==> src/rtl/serial_pattern_tx_pkg.sv <==
// serial_pattern_tx_pkg: states, defaults and copy length for serial_pattern_tx (SERIAL_PATTERN_TX_PARITY_EN adds a parity bit per copy).
package serial_pattern_tx_pkg;
  typedef enum logic [1:0] {S_IDLE, S_SHIFT, S_GAP} state_e;
  localparam int DEF_WIDTH = 8;
  localparam int DEF_CNT_W = 4;
  localparam int DEF_GAP = 2;
  function automatic int copy_len(input int w);
`ifdef SERIAL_PATTERN_TX_PARITY_EN
    return w + 1;
`else
    return w;
`endif
  endfunction
endpackage

==> src/rtl/serial_pattern_tx_piso_shreg.sv <==
// piso_shreg: parallel-load, shift-left register with zero fill; msb is the serial output.
module piso_shreg #(
  parameter int W = 8
) (
  input  logic         clk,
  input  logic         rst,
  input  logic         load_i,
  input  logic         shift_i,
  input  logic [W-1:0] d_i,
  output logic         msb_o
);
  logic [W-1:0] sr_q;
  always_ff @(posedge clk)
    sr_q <= rst ? '0 : load_i ? d_i : shift_i ? {sr_q[W-2:0], 1'b0} : sr_q;
  assign msb_o = sr_q[W-1];
endmodule

==> src/rtl/serial_pattern_tx.sv <==
// serial_pattern_tx: sends a pattern MSB first N times with GAP idle cycles between copies, then pulses done.
// SERIAL_PATTERN_TX_PARITY_EN appends the even parity of the pattern to every copy.
module serial_pattern_tx import serial_pattern_tx_pkg::*; #(
  parameter int WIDTH = DEF_WIDTH,
  parameter int CNT_W = DEF_CNT_W,
  parameter int GAP   = DEF_GAP
) (
  input  logic             clk,
  input  logic             rst,
  input  logic             start_valid,
  output logic             start_ready,
  input  logic [WIDTH-1:0] pattern,
  input  logic [CNT_W-1:0] repeat_i,
  output logic             out,
  output logic             out_valid,
  output logic             busy,
  output logic             done
);
  localparam int LEN = copy_len(WIDTH);
  localparam int CW  = $clog2((LEN > GAP ? LEN : GAP) + 1);
  state_e state_q, state_d;
  logic [CW-1:0] cnt_q, cnt_d;
  logic [CNT_W-1:0] rep_q, rep_d;
  logic [WIDTH-1:0] pat_q, pat_d, pat_src;
  logic [LEN-1:0] load_val;
  logic accept, load, shift, done_q, done_d, out_valid_q;
  assign start_ready = (state_q == S_IDLE) && !rst;
  assign accept = start_valid && start_ready;
  assign pat_src = accept ? pattern : pat_q;
`ifdef SERIAL_PATTERN_TX_PARITY_EN
  assign load_val = {pat_src, ^pat_src};
`else
  assign load_val = pat_src;
`endif
  // rep_q counts copies still to send, including the one in flight
  always_comb begin
    state_d = state_q;
    cnt_d = cnt_q;
    rep_d = rep_q;
    pat_d = pat_q;
    load = 1'b0;
    shift = 1'b0;
    done_d = 1'b0;
    case (state_q)
      S_IDLE: if (accept) begin
        state_d = S_SHIFT;
        cnt_d = '0;
        rep_d = (repeat_i == '0) ? CNT_W'(1) : repeat_i;
        pat_d = pattern;
        load = 1'b1;
      end
      S_SHIFT: begin
        shift = 1'b1;
        cnt_d = cnt_q + CW'(1);
        if (cnt_q == CW'(LEN - 1)) begin
          cnt_d = '0;
          if (rep_q == CNT_W'(1)) begin
            state_d = S_IDLE;
            done_d = 1'b1;
          end else begin
            rep_d = rep_q - CNT_W'(1);
            if (GAP == 0) load = 1'b1;
            else state_d = S_GAP;
          end
        end
      end
      S_GAP: begin
        cnt_d = cnt_q + CW'(1);
        if (cnt_q == CW'(GAP - 1)) begin
          state_d = S_SHIFT;
          cnt_d = '0;
          load = 1'b1;
        end
      end
      default: state_d = S_IDLE;
    endcase
  end
  always_ff @(posedge clk) begin
    state_q <= rst ? S_IDLE : state_d;
    cnt_q <= rst ? '0 : cnt_d;
    rep_q <= rst ? '0 : rep_d;
    pat_q <= rst ? '0 : pat_d;
    done_q <= rst ? 1'b0 : done_d;
    out_valid_q <= rst ? 1'b0 : (state_d == S_SHIFT);
  end
  // the register empties itself by the end of a copy, so out idles at 0
  piso_shreg #(.W(LEN)) u_sr (
    .clk(clk), .rst(rst), .load_i(load), .shift_i(shift), .d_i(load_val), .msb_o(out)
  );
  assign out_valid = out_valid_q;
  assign busy = state_q != S_IDLE;
  assign done = done_q;
endmodule

==> config.mk <==
export PLATFORM = sky130hd
export DESIGN_NAME = serial_pattern_tx
export DESIGN_NICKNAME = d
export VERILOG_FILES = /design/src/rtl/serial_pattern_tx_pkg.sv /design/src/rtl/serial_pattern_tx_piso_shreg.sv /design/src/rtl/serial_pattern_tx.sv
export SDC_FILE = /design/constraint.sdc
export NUM_CORES = 1
export LEC_CHECK = 0
export ABC_AREA = 0
export CAP_MARGIN = 20
export CELL_PAD_IN_SITES_DETAIL_PLACEMENT = 0
export CELL_PAD_IN_SITES_GLOBAL_PLACEMENT = 1
export CORE_UTILIZATION = 40
export DETAILED_ROUTE_END_ITERATION = 6
export PLACE_DENSITY = 0.77
export SLEW_MARGIN = 20
export SYNTH_ARGS = -nofsm -noshare
export SYNTH_HDL_FRONTEND = slang
export SYNTH_SLANG_ARGS = --single-unit
==> constraint.sdc <==
create_clock -name clk -period 2.8 [get_ports clk]
set_input_delay 0.42 -clock clk [delete_from_list [all_inputs] [get_ports clk]]
set_output_delay 0.42 -clock clk [all_outputs]
set_load 0.005 [all_outputs]
Yosys cells after proc, flatten, opt, wreduce, memory -nomap -nowiden
Cells that the tools add are included.
Word-level totals
  register bits: 28
  input port bits: 15
  output and inout bits: 5
  logic and storage cells: 54
Cells by class
  add/subtract/negate cells: 2
  eq/ne operators: 9
  mux-type cells: 22
  bitwise gates (word level): 2
  reduce and logical (&&, ||, !) cells: 12
Operator list (number)
  2-to-1 mux 4 bit: 7
  2-to-1 mux 8 bit: 3
  one-hot mux 4 bit (3 select lines): 1
  equality test 4 x 1 -> 1 bit (second input constant): 2
  2-to-1 mux 2 bit: 4
  one-hot mux 4 bit (2 select lines): 1
  inequality test 2 bit (second input constant): 3
  one-hot mux 2 bit (3 select lines): 1
  nonzero test 2 bit: 3
  adder 4 x 1 -> 4 bit (second input constant): 1
  equality test 2 x 1 -> 1 bit (second input constant): 2
  equality test 4 x 3 -> 1 bit (second input constant): 1
  zero test 4 bit: 1
  2-to-1 mux 1 bit: 4
  AND reduction 4 bit: 1
  subtractor 4 x 1 -> 4 bit (second input constant): 1
  nonzero test 3 bit: 1
  OR reduction 3 bit: 1
  equality test 2 bit (second input constant): 1
  logical AND 1 bit: 2
  zero test 2 bit: 1
  inverter 1 bit: 2
  one-hot mux 1 bit (2 select lines): 1
  AND reduction 2 bit: 1
  zero test 1 bit: 1

Logic depth before layout (Yosys ltp)
Gate-level depths: netlist of the first run.
  word-level depth: 6
  gate-level depth with buffers: 8
  gate-level depth less buffers: 6

By module
Synthesis of the first run repeated with hierarchy kept, for this count alone.
Second synthesis, totals
  cell total of the unflattened synthesis: 162
  area, all modules: 1599.0 µm²
By module, submodules not included
  serial_pattern_tx: times used 1, cells each 127, area each 1229.9 µm²
  piso_shreg: times used 1, cells each 35, area each 369.1 µm²

Least setup slack after synthesis of the first run
Ideal clock, no wire load.
  path type: reg-to-reg
  start point: register state_q[0]
  end point: register u_sr.sr_q[1]
  setup time: 0.060 ns
  arrival: 1.954 ns
  path slack: 0.786 ns
  stages on the path, launching flop included: 8
  buffers on the path: 1
  cells stage by stage: dfxtp_1 -> clkbuf_1 -> inv_1 -> ha_1 -> and3b_1 -> o31a_1 -> nor2_2 -> a22o_1
Between the ends
  longest elaborated chain between the ends: 6
RTL lines
  start, declared: RTL line serial_pattern_tx.sv:21  | state_e state_q, state_d;
  start signal, assigned: RTL line serial_pattern_tx.sv:79  | state_q <= rst ? S_IDLE : state_d;
  zero test 2 bit: RTL line serial_pattern_tx.sv:27, serial_pattern_tx.sv:44
  logical AND 1 bit: RTL line serial_pattern_tx.sv:27  | assign start_ready = (state_q == S_IDLE) && !rst;
  logical AND 1 bit: RTL line serial_pattern_tx.sv:28  | assign accept = start_valid && start_ready;
  2-to-1 mux 1 bit: RTL line serial_pattern_tx.sv:45  | S_IDLE: if (accept) begin
  one-hot mux 1 bit (2 select lines): RTL line serial_pattern_tx.sv:44  | case (state_q)
  2-to-1 mux 8 bit / nonzero test 2 bit (equally long branches)
  end signal, assigned: RTL line serial_pattern_tx_piso_shreg.sv:14  | sr_q <= rst ? '0 : load_i ? d_i : shift_i ? {sr_q[W-2:0], 1'b0} : sr_q;
  end, declared: RTL line serial_pattern_tx_piso_shreg.sv:12  | logic [W-1:0] sr_q;
Several ways; a longest one is shown, not always the timed one.
A chain may end at the register's enable or synchronous reset.

Worst setup path in the final report of the first run
  start point: register state_q[0]
  end point: output busy
Between the ends
  longest elaborated chain between the ends: 1
RTL lines
  nonzero test 2 bit: RTL line serial_pattern_tx.sv:91  | assign busy = state_q != S_IDLE;
  end, declared: RTL line serial_pattern_tx.sv:16  | output logic busy,
Every way passes these cells.

==> results.md, run 1 <==
* Post-CTS Hold Fix Bufs at 0
* Crit. End Element: output pin
* Max-slew violations at 0
* Top Ports at 20
* Finish-stage setup viols at 0
* Chip Height at 64.3 um
* Via density at 5.60
* Fin crit share at 89.1%
* Main flop type after synthesis: dfxtp_1
* Max IR drop VDD at 0.000199 V
* # Max-Cap Violations at 0
* Skew-Pair Late Insertion Delay at 270 ps
* Final wirelength at 3610 um
* Final HPWL DP at 2730 um
* First-pass GRT wire length at 6650 um
* Initial Util at 42.1%
* CTS sink count at 28
* Synth async-reset ratio at 0%
* Largest family of logic cells by synthesized area: simple AND/OR/NAND/NOR gates
* Layout cells sized above 1 at 5.14%
* 1st-pass router iterations at 4
* Static Leak at 0.000704 uW
* RePlAce Congestion at 0.776
* Iteration-0 DRC Markers at 93
* CP Max Fanout at 16
* Die X at 64.3 um
* P&R area growth vs syn at 20.3%
* Pwr/cell area at 492 nW/um^2
* Tot Pwr at 920 uW
* Distinct cells, synth at 42
* Crit path time final at 2490 ps
* Post-CTS Resized at 0
* Worst-path cell chain: inv_1 -> ha_1 -> inv_1 -> clkdlybuf4s50_1
* Compound-Gate Fraction of Synth Area at 22.8%
* CP Data Arrival Time at 2070 ps
* Standard cell core area at 3690 um^2
* Register bit count reported by yosys at 28
* Setup Fix Bufs, Post-CTS at 0
* Routed Antenna Nets at 0
* Largest net degree at the start of global routing at 25
* Yosys warnings at 0
* Die Footprint at 4140 um^2
* R2R setup slack at 540 ps
* Crit start category: flip-flop
* Worst-Margin Slew at 520 ps
* CP required at 2380 ps
* Post-Synth Simple-Gate Area at 29.6%
* Seq/Total Area, Yosys at 36.1%
* Final hold vios at 0
* Most frequent CP cell: inv_1
* CTS Buf Count at 3
* Slowest cell on the critical path: dfxtp_1
* Clock tree root buffer cell: clkbuf_8
* Clock slew at reported path FFs at 100 ps
* Total grt overflow at 0
* Post-synthesis mux area share at 0%
* Via count at 1,468
* Routed length per instance at 13.8 um
* Tot GR Track Use at 20.4%
* Number of synthesized flops with an enable pin at 0
* F_max at 401 MHz
* CTS Buffer Depth at 2
* # DRC at 0
* Hold Crit Endpoint: pat_q[0]
* Vias in the first global route at 1,465
* H-tree levels at 1
* Rel. slew slack at 65.3%
* Setup_tns at 0 ps
* Post-synthesis cell area at 1550 um^2
* Nets@finish at 239
* Initial antenna violation count at 0
* R2R depth at 6
* Antenna diodes at 0
* XOR/XNOR share of the synthesized area at 0%
* Min-Delay Path Depth at 2
* Reg2reg end: u_sr.sr_q[1]
* Mean Syn Cell Area at 7.93 um^2
* CP Class: reg -> out
* Worst r2r src: state_q[0]
* Cell Rows at 22
* Syn Nets at 220
* Synth Area in Adders at 7.25%
* Hold_sp: pat_q[0]
* IO Port Bufs at 19
* Worst Hold Class: reg -> reg
* Mapped Cells at 196
* Clk_skew at 4.07 ps
* TritonCTS clock tree: built
* Status: completed
* RSZ-0062 raised after global routing: no
* Slowest cell delay on critical path at 640 ps
==> layout make-up <==
class	count	area, um^2
flip-flops and latches	28	561
inverters	8	30.0
multi-input cells	151	927
well taps	48	60.1
clock inverters	1	30.0
repair buffers	23	220
fillers	362	1820
clock buffers	3	41.3
==> state kept, by name (all words and copies together), names as in the netlist <==
signal	count
pat_q	8
u_sr.sr_q	8
cnt_q	4
rep_q	4
state_q	2
done	1
out_valid	1
==> Yosys cell counts (2+ instances only) <==
| library cell | instances | area, um^2 |
|---|---|---|
| nor3_1 | 4 | 20.0 |
| dfxtp_1 | 28 | 561 |
| nor4bb_1 | 2 | 20.0 |
| a211oi_1 | 2 | 15.0 |
| a22o_1 | 9 | 78.8 |
| clkbuf_1 | 6 | 22.5 |
| nor2_1 | 21 | 78.8 |
| nand2_1 | 29 | 109 |
| o21ai_0 | 6 | 30.0 |
| nor4_1 | 4 | 25.0 |
| inv_1 | 8 | 30.0 |
| and3b_1 | 2 | 17.5 |
| nor3b_1 | 2 | 15.0 |
| a21o_1 | 2 | 15.0 |
| ha_1 | 9 | 113 |
| a31oi_1 | 7 | 43.8 |
| buf_2 | 2 | 10.0 |
| nand3_1 | 9 | 45.0 |
| nor2b_1 | 4 | 25.0 |
| or3_1 | 2 | 12.5 |
| a21oi_1 | 15 | 75.1 |
| nand2b_1 | 3 | 18.8 |
==> through the flow <==
| stage | util (%) | area [um^2] | worst slack, ps | hold slack (ps) | instances |
|---|---|---|---|---|---|
| after global placement | 48.7 | 1800 | 593 | 440 | 258 |
| after global routing | 50.7 | 1870 | 108 | 491 | 262 |
| after floorplan | - | 1550 | 786 | 432 | 196 |
| after detailed placement | 48.7 | 1800 | 494 | 443 | 258 |
| final | 50.7 | 1870 | 306 | 455 | 262 |
| after CTS | 50.7 | 1870 | 306 | 458 | 262 |
==> cell families (layout without fill, tap and decap cells) <==
| group | after synthesis | after routing |
|---|---|---|
| simple gates | 90 | 90 |
| compound gates | 52 | 52 |
| flops | 28 | 28 |
| buf+inv | 17 | 35 |
| fa+ha+maj | 9 | 9 |
==> critical path: cells and delay by family (launching register included) <==
family	cells	cell delay (ps)
fa+ha+maj	1	330
buf+inv	3	820
flops	1	640
==> metal layers <==
| metal | track usage (%) | vias up | wire length (um) |
|---|---|---|---|
| met3 | 2.50 | 2 | 116 |
| met2 | 36.1 | 31 | 1770 |
| li1 | - | 741 | - |
| met4 | 5.83 | 0 | 29 |
| met1 | 25.6 | 694 | 1700 |
| met5 | 0 | - | 0 |
==> cell usage in the layout (no fill, tap or decap), types with 6 or more instances in the layout <==
cell,count
nand2_1,29
dfxtp_1,28
nor2_1,21
clkdlybuf4s50_1,19
a21oi_1,15
a22o_1,9
nand3_1,9
ha_1,9
inv_1,8
a31oi_1,7
o21ai_0,6
==> how the worst max path moves through the flow <==
stage / start / to / slack (ps) / cells after the start
floorplan: state_q[0] / u_sr.sr_q[1] / 790 / 7
global placement: rst / u_sr.sr_q[7] / 590 / 5
detailed placement: rst / u_sr.sr_q[1] / 490 / 5
CTS: state_q[0] / busy / 310 / 4
global route: state_q[0] / start_ready / 110 / 5
finish: state_q[0] / busy / 310 / 4
==> power by group <==
part	internal (uW)	switching (uW)
sequential	424	22.2
clock	191	127
combinational	76.5	80.0
total	691	229
Power figures use the tool's default switching activity.
==> inputs of run 2 (changes only) <==
Settings changed: ABC_CLOCK_PERIOD_IN_PS from default to 2850, SLEW_MARGIN 20 to 30.
Clock period 2.8 ns to 2.85 ns, I/O delays scaled along.
==> run 2 against run 1 <==
Effect of this change:
- worst setup slack gained 16 ps
- sequential share of layout area grew 0.26 points
- wire length up 0.80%
- power decreased by 8.7%
- sequential cell count unchanged
- critical endpoint unchanged
- largest power group unchanged
- count of clock-buffer cells in the layout is 1 higher
- die area did not move
- global-route usage shrank 0.40 points
==> results.md, run 2 (same netlist as run 1, synthesis figures left out) <==
* Final HPWL DP at 2700 um
* CP Max Fanout at 16
* Cell Rows at 22
* F_max at 396 MHz
* Setup Fix Bufs, Post-CTS at 0
* FF/Latch Area at 561 um^2
* Post-CTS Resized at 0
* IO Port Bufs at 19
* # DRC at 0
* Crit path time final at 2530 ps
* Tot Pwr at 840 uW
* Worst-Margin Slew at 562 ps
* Initial Util at 42.1%
* Worst Hold Class: reg -> reg
* Via density at 5.50
* Antenna diodes at 0
* Most frequent cells in the layout: nand2_1, dfxtp_1, nor2_1, clkdlybuf4s50_1, a21oi_1
* Hold_sp: pat_q[1]
* Setup_tns at 0 ps
* Initial antenna violation count at 0
* Clock slew at reported path FFs at 100 ps
* CTS Buf Count at 3
* Routed Antenna Nets at 0
* 1st-pass router iterations at 4
* Post-CTS Hold Fix Bufs at 0
* Tot GR Track Use at 20.0%
* H-tree levels at 1
* Final wirelength at 3640 um
* Total grt overflow at 0
* First-pass GRT wire length at 6490 um
* RePlAce Congestion at 0.767
* CTS Buffer Depth at 2
* R2R setup slack at 540 ps
* Finish-stage setup viols at 0
* P&R area growth vs syn at 19.2%
* Crit. End Element: output pin
* Footprint of the multi-input gates at 927 um^2
* Status: completed
* Die X at 64.3 um
* Clock tree root buffer cell: clkbuf_8
* Standard cell core area at 3690 um^2
* RSZ-0062 raised after global routing: no
* Min-Delay Path Depth at 2
* Fin crit share at 88.7%
* CP Class: reg -> out
* Largest registers: pat_q (8), u_sr.sr_q (8)
* Static Leak at 0.000697 uW
* Worst r2r src: state_q[0]
* Crit start category: flip-flop
* Top Ports at 20
* CTS sink count at 28
* Nets@finish at 239
* Iteration-0 DRC Markers at 72
* # Max-Cap Violations at 0
* Layout cells sized above 1 at 5.14%
* R2R depth at 6
* Max IR drop VDD at 0.000248 V
* Final hold vios at 0
* Fin worst setup slack at 322 ps
* Chip Height at 64.3 um
* Via count at 1,442
* Clk_skew at 2.41 ps
* Routed length per instance at 13.9 um
* Rel. slew slack at 62.5%
* Die Footprint at 4140 um^2
* Hold Crit Endpoint: pat_q[1]
* Final design utilization at 50.2%
* DP Worst Slack at 528 ps
* Commonest non-fill, non-tap cell in the layout: nand2_1
* Filler cells at 377
* TritonCTS clock tree: built
* CP Data Arrival Time at 2100 ps
* Reg2reg end: u_sr.sr_q[1]
* CP required at 2420 ps
* Largest net degree at the start of global routing at 25
* Pwr/cell area at 453 nW/um^2
* Skew-Pair Late Insertion Delay at 270 ps
* Max-slew violations at 0
* Vias in the first global route at 1,440
run 2: changes by cell type in the layout (fill, tap and decap cells not counted):
cell,before,now
clkbuf_8,3,4
bufinv_16,1,0
run 2: worst max path at each step:
stage                         to  depth (start not counted)  slack, ps  startpoint
finish                      busy                          4        320  state_q[0]
detailed placement  u_sr.sr_q[4]                          5        530         rst
CTS                         busy                          4        330  state_q[0]
global placement    u_sr.sr_q[7]                          5        640         rst
floorplan           u_sr.sr_q[1]                          7        840  state_q[0]
global route         start_ready                          5        180  state_q[0]
run 2: layout make-up:
| type | count | area share (%) |
|---|---|---|
| tap | 48 | 3.24 |
| inverter | 8 | 1.62 |
| clock buffer | 4 | 2.97 |
| timing repair buffer | 23 | 11.9 |
| sequential | 28 | 30.2 |
| multi-input combinational | 151 | 50.0 |
run 2: stage by stage:
step | hold slack [ps] | cell area [um^2] | instances
3_5_place_dp | 448 | 1800 | 258
6_report | 460 | 1850 | 262
5_1_grt | 494 | 1850 | 262
3_3_place_gp | 440 | 1800 | 258
4_1_cts | 461 | 1850 | 262
2_1_floorplan | 432 | 1550 | 196
run 2: worst max-delay path: stages, from the launching register on:
cell             delay [ps]
dfxtp_1                 670
inv_1                   140
ha_1                    330
inv_1                   170
clkdlybuf4s50_1         520
run 2: power breakdown:
| part | switching [uW] | total [uW] | leakage [uW] | internal (uW) |
|---|---|---|---|---|
| Sequential | 21.7 | 438 | 0.000229 | 416 |
| Combinational | 78.7 | 154 | 0.000439 | 75.2 |
| Clock | 124 | 248 | 0.0000288 | 124 |
| Total | 225 | 840 | 0.000697 | 615 |
run 2: per-layer routing:
layer  vias to the layer above  track usage, %  part of all wire (%)
met5                         -               0                     0
met4                         0            5.56                   1.0
met3                         4            4.29                   3.5
met2                        23            34.9                    48
met1                       680            24.4                    48
li1                        735               -                     -
